$ cat src/rtl/fwd_pkg.sv
// Shared constants for the EX-stage operand forwarding unit:
// default register index width, mux select encodings and bubble field values.
package fwd_pkg;

  localparam int DEF_REG_ADDR_W = 5;

  // Operand mux select encodings, one per ALU operand mux input
  localparam logic [1:0] FWD_RF      = 2'b00;
  localparam logic [1:0] FWD_WB_ALU  = 2'b01;
  localparam logic [1:0] FWD_EXMEM   = 2'b10;
  localparam logic [1:0] FWD_WB_LOAD = 2'b11;

  // A bubble neither writes a register nor loads, so it can never match or stall
  localparam logic BUBBLE_RW = 1'b0;
  localparam logic BUBBLE_MR = 1'b0;

endpackage

$ cat src/rtl/fwd_operand_sel.sv
// Per-operand forwarding decision: compares one EX source register against the
// EX/MEM and MEM/WB producers and priority-encodes the 2-bit mux select.
module fwd_operand_sel
  import fwd_pkg::*;
#(
  parameter int REG_ADDR_W     = DEF_REG_ADDR_W,
  parameter bit ZERO_REG_GUARD = 1'b1
) (
  input  logic [REG_ADDR_W-1:0] i_rs,
  input  logic [REG_ADDR_W-1:0] i_mem_rd,
  input  logic                  i_mem_rw,
  input  logic                  i_mem_mr,
  input  logic [REG_ADDR_W-1:0] i_wb_rd,
  input  logic                  i_wb_rw,
  input  logic                  i_wb_mr,
  output logic [1:0]            o_sel
);

  logic w_mem_hit;
  logic w_wb_hit;

  assign w_mem_hit = i_mem_rw && (i_mem_rd == i_rs) && !(ZERO_REG_GUARD && (i_mem_rd == '0));
  assign w_wb_hit  = i_wb_rw  && (i_wb_rd  == i_rs) && !(ZERO_REG_GUARD && (i_wb_rd  == '0));

  // A load sitting in MEM has no data yet, so it is skipped and the WB/regfile
  // check decides; the newer EX/MEM producer otherwise always wins over MEM/WB.
  always_comb begin
    o_sel = FWD_RF;
    if (w_mem_hit && !i_mem_mr) begin
      o_sel = FWD_EXMEM;
    end else if (w_wb_hit) begin
      o_sel = i_wb_mr ? FWD_WB_LOAD : FWD_WB_ALU;
    end
  end

endmodule

$ cat src/rtl/fwd_sel_unit.sv
// EX-stage forwarding select generator: tracks destination state through
// ID/EX, EX/MEM and MEM/WB and raises a one-cycle load-use stall.
module fwd_sel_unit
  import fwd_pkg::*;
#(
  parameter int REG_ADDR_W     = DEF_REG_ADDR_W,
  parameter bit ZERO_REG_GUARD = 1'b1
) (
  input  logic                  clk,
  input  logic                  rst_n,
  input  logic [REG_ADDR_W-1:0] id_rs1,
  input  logic [REG_ADDR_W-1:0] id_rs2,
  input  logic [REG_ADDR_W-1:0] id_rd,
  input  logic                  id_reg_write,
  input  logic                  id_mem_read,
  input  logic                  flush,
  output logic [1:0]            fwd_a_sel,
  output logic [1:0]            fwd_b_sel,
  output logic                  load_use_stall
);

  logic [REG_ADDR_W-1:0] r_ex_rs1;
  logic [REG_ADDR_W-1:0] r_ex_rs2;
  logic [REG_ADDR_W-1:0] r_ex_rd;
  logic                  r_ex_rw;
  logic                  r_ex_mr;
  logic [REG_ADDR_W-1:0] r_mem_rd;
  logic                  r_mem_rw;
  logic                  r_mem_mr;
  logic [REG_ADDR_W-1:0] r_wb_rd;
  logic                  r_wb_rw;
  logic                  r_wb_mr;

  logic w_rs1_hazard;
  logic w_rs2_hazard;
  logic w_load_use_stall;
  logic w_capture_id;

  function automatic logic reg_match(input logic [REG_ADDR_W-1:0] rd,
                                     input logic                  rw,
                                     input logic [REG_ADDR_W-1:0] rs);
    return rw && (rd == rs) && !(ZERO_REG_GUARD && (rd == '0));
  endfunction

  // Stall is derived from registered EX state, so async reset drops it at once
  assign w_rs1_hazard     = reg_match(r_ex_rd, r_ex_rw, id_rs1);
  assign w_rs2_hazard     = reg_match(r_ex_rd, r_ex_rw, id_rs2);
  assign w_load_use_stall = r_ex_mr && (w_rs1_hazard || w_rs2_hazard);
  assign w_capture_id     = !w_load_use_stall && !flush;
  assign load_use_stall   = w_load_use_stall;

  always_ff @(posedge clk or negedge rst_n) begin
    if (!rst_n) begin
      r_ex_rs1 <= '0;
      r_ex_rs2 <= '0;
      r_ex_rd  <= '0;
      r_ex_rw  <= BUBBLE_RW;
      r_ex_mr  <= BUBBLE_MR;
      r_mem_rd <= '0;
      r_mem_rw <= BUBBLE_RW;
      r_mem_mr <= BUBBLE_MR;
      r_wb_rd  <= '0;
      r_wb_rw  <= BUBBLE_RW;
      r_wb_mr  <= BUBBLE_MR;
    end else begin
      r_mem_rd <= r_ex_rd;
      r_mem_rw <= r_ex_rw;
      r_mem_mr <= r_ex_mr;
      r_wb_rd  <= r_mem_rd;
      r_wb_rw  <= r_mem_rw;
      r_wb_mr  <= r_mem_mr;
      if (w_capture_id) begin
        r_ex_rs1 <= id_rs1;
        r_ex_rs2 <= id_rs2;
        r_ex_rd  <= id_rd;
        r_ex_rw  <= id_reg_write;
        r_ex_mr  <= id_mem_read;
      end else begin
        r_ex_rs1 <= '0;
        r_ex_rs2 <= '0;
        r_ex_rd  <= '0;
        r_ex_rw  <= BUBBLE_RW;
        r_ex_mr  <= BUBBLE_MR;
      end
    end
  end

  fwd_operand_sel #(
    .REG_ADDR_W     (REG_ADDR_W),
    .ZERO_REG_GUARD (ZERO_REG_GUARD)
  ) u_sel_a (
    .i_rs     (r_ex_rs1),
    .i_mem_rd (r_mem_rd),
    .i_mem_rw (r_mem_rw),
    .i_mem_mr (r_mem_mr),
    .i_wb_rd  (r_wb_rd),
    .i_wb_rw  (r_wb_rw),
    .i_wb_mr  (r_wb_mr),
    .o_sel    (fwd_a_sel)
  );

  fwd_operand_sel #(
    .REG_ADDR_W     (REG_ADDR_W),
    .ZERO_REG_GUARD (ZERO_REG_GUARD)
  ) u_sel_b (
    .i_rs     (r_ex_rs2),
    .i_mem_rd (r_mem_rd),
    .i_mem_rw (r_mem_rw),
    .i_mem_mr (r_mem_mr),
    .i_wb_rd  (r_wb_rd),
    .i_wb_rw  (r_wb_rw),
    .i_wb_mr  (r_wb_mr),
    .o_sel    (fwd_b_sel)
  );

endmodule

$ cat config.mk
export PLATFORM = sky130hd
export DESIGN_NAME = fwd_sel_unit
export DESIGN_NICKNAME = d
export VERILOG_FILES = /design/src/rtl/fwd_pkg.sv /design/src/rtl/fwd_operand_sel.sv /design/src/rtl/fwd_sel_unit.sv
export SDC_FILE = /design/constraint.sdc
export NUM_CORES = 1
export LEC_CHECK = 0
export ABC_AREA = 1
export ABC_CLOCK_PERIOD_IN_PS = 1500
export BUFFER_PORTS_ARGS = -buffer_cell sky130_fd_sc_hd__buf_2
export CAP_MARGIN = 20
export CORE_MARGIN = 5
export CORE_UTILIZATION = 45
export CTS_CLUSTER_DIAMETER = 200
export DETAILED_ROUTE_END_ITERATION = 10
export GPL_ROUTABILITY_DRIVEN = 0
export HOLD_SLACK_MARGIN = 0.1
export PLACE_DENSITY = 0.64
export SLEW_MARGIN = 10
export SYNTH_ARGS = -nofsm -noshare
export SYNTH_HDL_FRONTEND = slang
export SYNTH_SLANG_ARGS = --single-unit
$ cat constraint.sdc
create_clock -name clk -period 1.5 [get_ports clk]
set_input_delay 0.3 -clock clk [delete_from_list [all_inputs] [get_ports clk]]
set_output_delay 0.3 -clock clk [all_outputs]
set_load 0.005 [all_outputs]
==> flow_summary.yaml <==
status:
  status: "finished, violations left"
  violations: "negative setup slack"
place:
  pre_cts_ws_ns: 0.00287
  place_area_mm2: 0.00167
  portBuffers: 24
  dp_hpwl_mm: 2.18
  numPlacedInstances: 253
clocking:
  tritoncts: "done"
  cts_num_sinks: 31
  clkSlewWorstSetupHoldPaths_ns: 0.08
  cts-root-to-sink-buffers: 2
  clock_tree.root_cell: "sky130_fd_sc_hd__clkbuf_4"
  cts_buffers: 5
  htree_num_levels: 2
  clkLatencyLatePin_ns: 0.32
worst_setup_path:
  critPathKind: "reg -> out"
  path_delay_family: "flip-flops"
  worstSetupEndpointType: "primary output"
  ff2ff_setup_slack_ns: 0.11
  critPathLaunch: "r_mem_rd[4]$_DFF_PN0_"
  critical_path_buf_inv_count: 1
  crit_path_cell_trace: "xor2_1 > nor3b_1 > nand2_1 > nor2_1 > nor2_1 > buf_2"
  worstSetupStartpointType: "flip-flop"
  worst_path_largest_cell_delay_ns: 0.45
  cp_common_cell: "sky130_fd_sc_hd__nor2_1"
  arrival_time_worst_endpoint_ns: 1.47
  ff2ff_path_depth: 9
  worst_ep_required_time_ns: 1.20
  worst-path-max-fanout: 4
  worst_r2r_startpoint: "r_ex_rd[3]$_DFF_PN0_"
  crit_path_top_delay_cell: "sky130_fd_sc_hd__dfrtp_2"
  cp_num_cells: 6
  worstSetupEndpoint: "fwd_b_sel[0]"
  worst_r2r_endpoint: "r_ex_rs1[1]$_DFF_PN0_"
routing:
  wirelength_mm: 2.79
  antenna_left: 0
  routed_via_density: 4.50
  drt_drc_violations_left: 0
  drt-wirelength-per-cell_um: 10.6
  detailroute.via_count: 1188
  drt_iter0_drc: 27
  drtPass1Iterations: 4
floorplan:
  floorplan.rows: 21
  starting_density_of_the_core: 0.454
  die_area_mm2: 0.00457
  die_h_um: 67.6
  dieWidth_um: 67.6
  core_region_area_mm2: 0.00328
  number_of_primary_i_o_pins: 25
synth:
  synth.yosys.seq_area_share: 0.520
  syn_nets: 201
  netlist-cell-type-count: 20
  synth_area_mm2: 0.00149
  post_synthesis_cells: 181
  mean_cell_area_of_the_mapped_netlist_um2: 8.24
  yosys_register_bits: 31
  ys_warnings: 0
flow_run:
  max_cap_viol_count: 0
final_layout:
  final_util: 0.565
  finish.cell_count_without_fillers: 264
  layout.cells.most_common_list: "sky130_fd_sc_hd__nand2_1 (41), sky130_fd_sc_hd__inv_1 (25), sky130_fd_sc_hd__dfrtp_1 (25)"
  diodes: 0
  areaGrowthSynthToFinish_pct: 24.4
  multi_input_comb_area_um2: 649
  filler_instances: 305
  drive_above_1_share: 0.376
  final_net_count: 239
  post-route-cell-area_mm2: 0.00186
  regArea_um2: 783
  leading_cell_type_in_the_layout_fill_and_taps_excluded: "sky130_fd_sc_hd__nand2_1"
sta:
  max_clock_freq_ghz: 0.565
  hold_violations: 0
  rsz0062_at_grt: "yes"
  worst_slack_ns: -0.270
  worst_hold_slack_ns: 0.169
  fin_crit_ns: 1.77
  timing.setup.tns_ns: -1.25
  timing.slew.headroom: 0.752
  final.setup_skew_ns: 0.00630
  worst-slew-pin-transition_ns: 0.372
  final_max_slew_viol_count: 0
  setup_violations: 5
  post-route-period-util: 1.18
hold_path:
  hold_path_class: "in -> reg"
  worstHoldPathCells: 3
pwr:
  power.leakage_nw: 0.998
  power_density_mw_per_mm2: 855
  ir_drop_mv: 0.540
  fin_total_pwr_mw: 1.59
global_route:
  grt_pass1_vias: 1176
  grt_first_pass_wirelength_mm: 4.80
  overflow: 0
  largest_net_degree_at_the_start_of_global_routing: 32
  grt_use_total: 0.146
  grt_antenna_before_repair: 0
==> metal layers <==
metal | track usage | routed length [µm] | part of all wire | up-vias
met3 | 0.0366 | 128 | 0.046 | 9
met5 | 0 | 0 | 0 | -
li1 | - | - | - | 620
met2 | 0.241 | 1380 | 0.49 | 25
met4 | 0.101 | 92 | 0.033 | 0
met1 | 0.166 | 1190 | 0.43 | 534
==> where the power goes <==
group | leakage [nW] | switching, mW | total [mW] | internal, mW
sequential | 0.392 | 0.0454 | 0.926 | 0.880
clock | 0.0242 | 0.247 | 0.414 | 0.166
combinational | 0.582 | 0.136 | 0.248 | 0.112
total | 0.998 | 0.429 | 1.59 | 1.16
==> cells by family after synthesis <==
family | after synthesis | synth area share
AOI/OAI and AO/OA | 7 | 0.0285
xor gates and xnor gates | 11 | 0.0646
DFF | 31 | 0.520
buffers and inverters | 37 | 0.104
and+or+nand+nor | 95 | 0.283
==> worst register-to-register path, cell delays in order (launching register included) <==
cell and delay, ns:
sky130_fd_sc_hd__dfrtp_2 0.45, sky130_fd_sc_hd__nand2_1 0.08, sky130_fd_sc_hd__nand2_1 0.06, sky130_fd_sc_hd__nor2_2 0.11
sky130_fd_sc_hd__nand3_1 0.09, sky130_fd_sc_hd__nand2_2 0.08, sky130_fd_sc_hd__nand2_2 0.06, sky130_fd_sc_hd__buf_4 0.15
sky130_fd_sc_hd__nand2_8 0.13, sky130_fd_sc_hd__nor2_1 0.06
==> worst min path at each step <==
stage                     start                   end  slack [ns]
floorplan                 rst_n     r_ex_mr$_DFF_PN0_       0.004
global placement          rst_n     r_wb_mr$_DFF_PN0_        0.33
detailed placement        rst_n     r_wb_mr$_DFF_PN0_        0.33
CTS                    id_rd[4]  r_ex_rd[4]$_DFF_PN0_        0.16
global route        id_mem_read     r_ex_mr$_DFF_PN0_        0.17
finish                 id_rd[4]  r_ex_rd[4]$_DFF_PN0_        0.17
==> repair_timing <==
item,in CTS,in global routing
pin swaps,10,11
hold buffers,1,0
setup buffers,2,2
endpoints found under the setup margin,5,22
endpoints found under the hold margin,31,0
gates resized for setup,9,29
==> flip-flops by register name, summed over array words and instances (netlist names) <==
signal and cells:
r_ex_rs1 5, r_ex_mr 1, r_wb_mr 1, r_mem_rd 5, r_ex_rw 1, r_wb_rd 5, r_mem_rw 1, r_wb_rw 1
r_ex_rs2 5, r_ex_rd 5, r_mem_mr 1
==> cell type report <==
class | instances | area share
timing repair buffer | 32 | 0.102
inverter | 36 | 0.0728
multi-input combinational | 113 | 0.350
tap | 46 | 0.0310
clock buffer | 6 | 0.0223
sequential | 31 | 0.422
==> Yosys cell counts (all sizes together) <==
library cell,instances,share of area
dfrtp,31,0.52
or2,1,0.0042
nor2,30,0.092
inv,36,0.091
buf,1,0.013
xnor2,5,0.029
xor2,6,0.035
nand2,45,0.12
nand4,1,0.0042
o211ai,2,0.010
o21ai,1,0.0034
o22ai,2,0.0084
a21oi,2,0.0067
nor3,7,0.023
nor3b,1,0.0050
nand3,10,0.034
No activity file was read; power rests on OpenSTA's default activity.
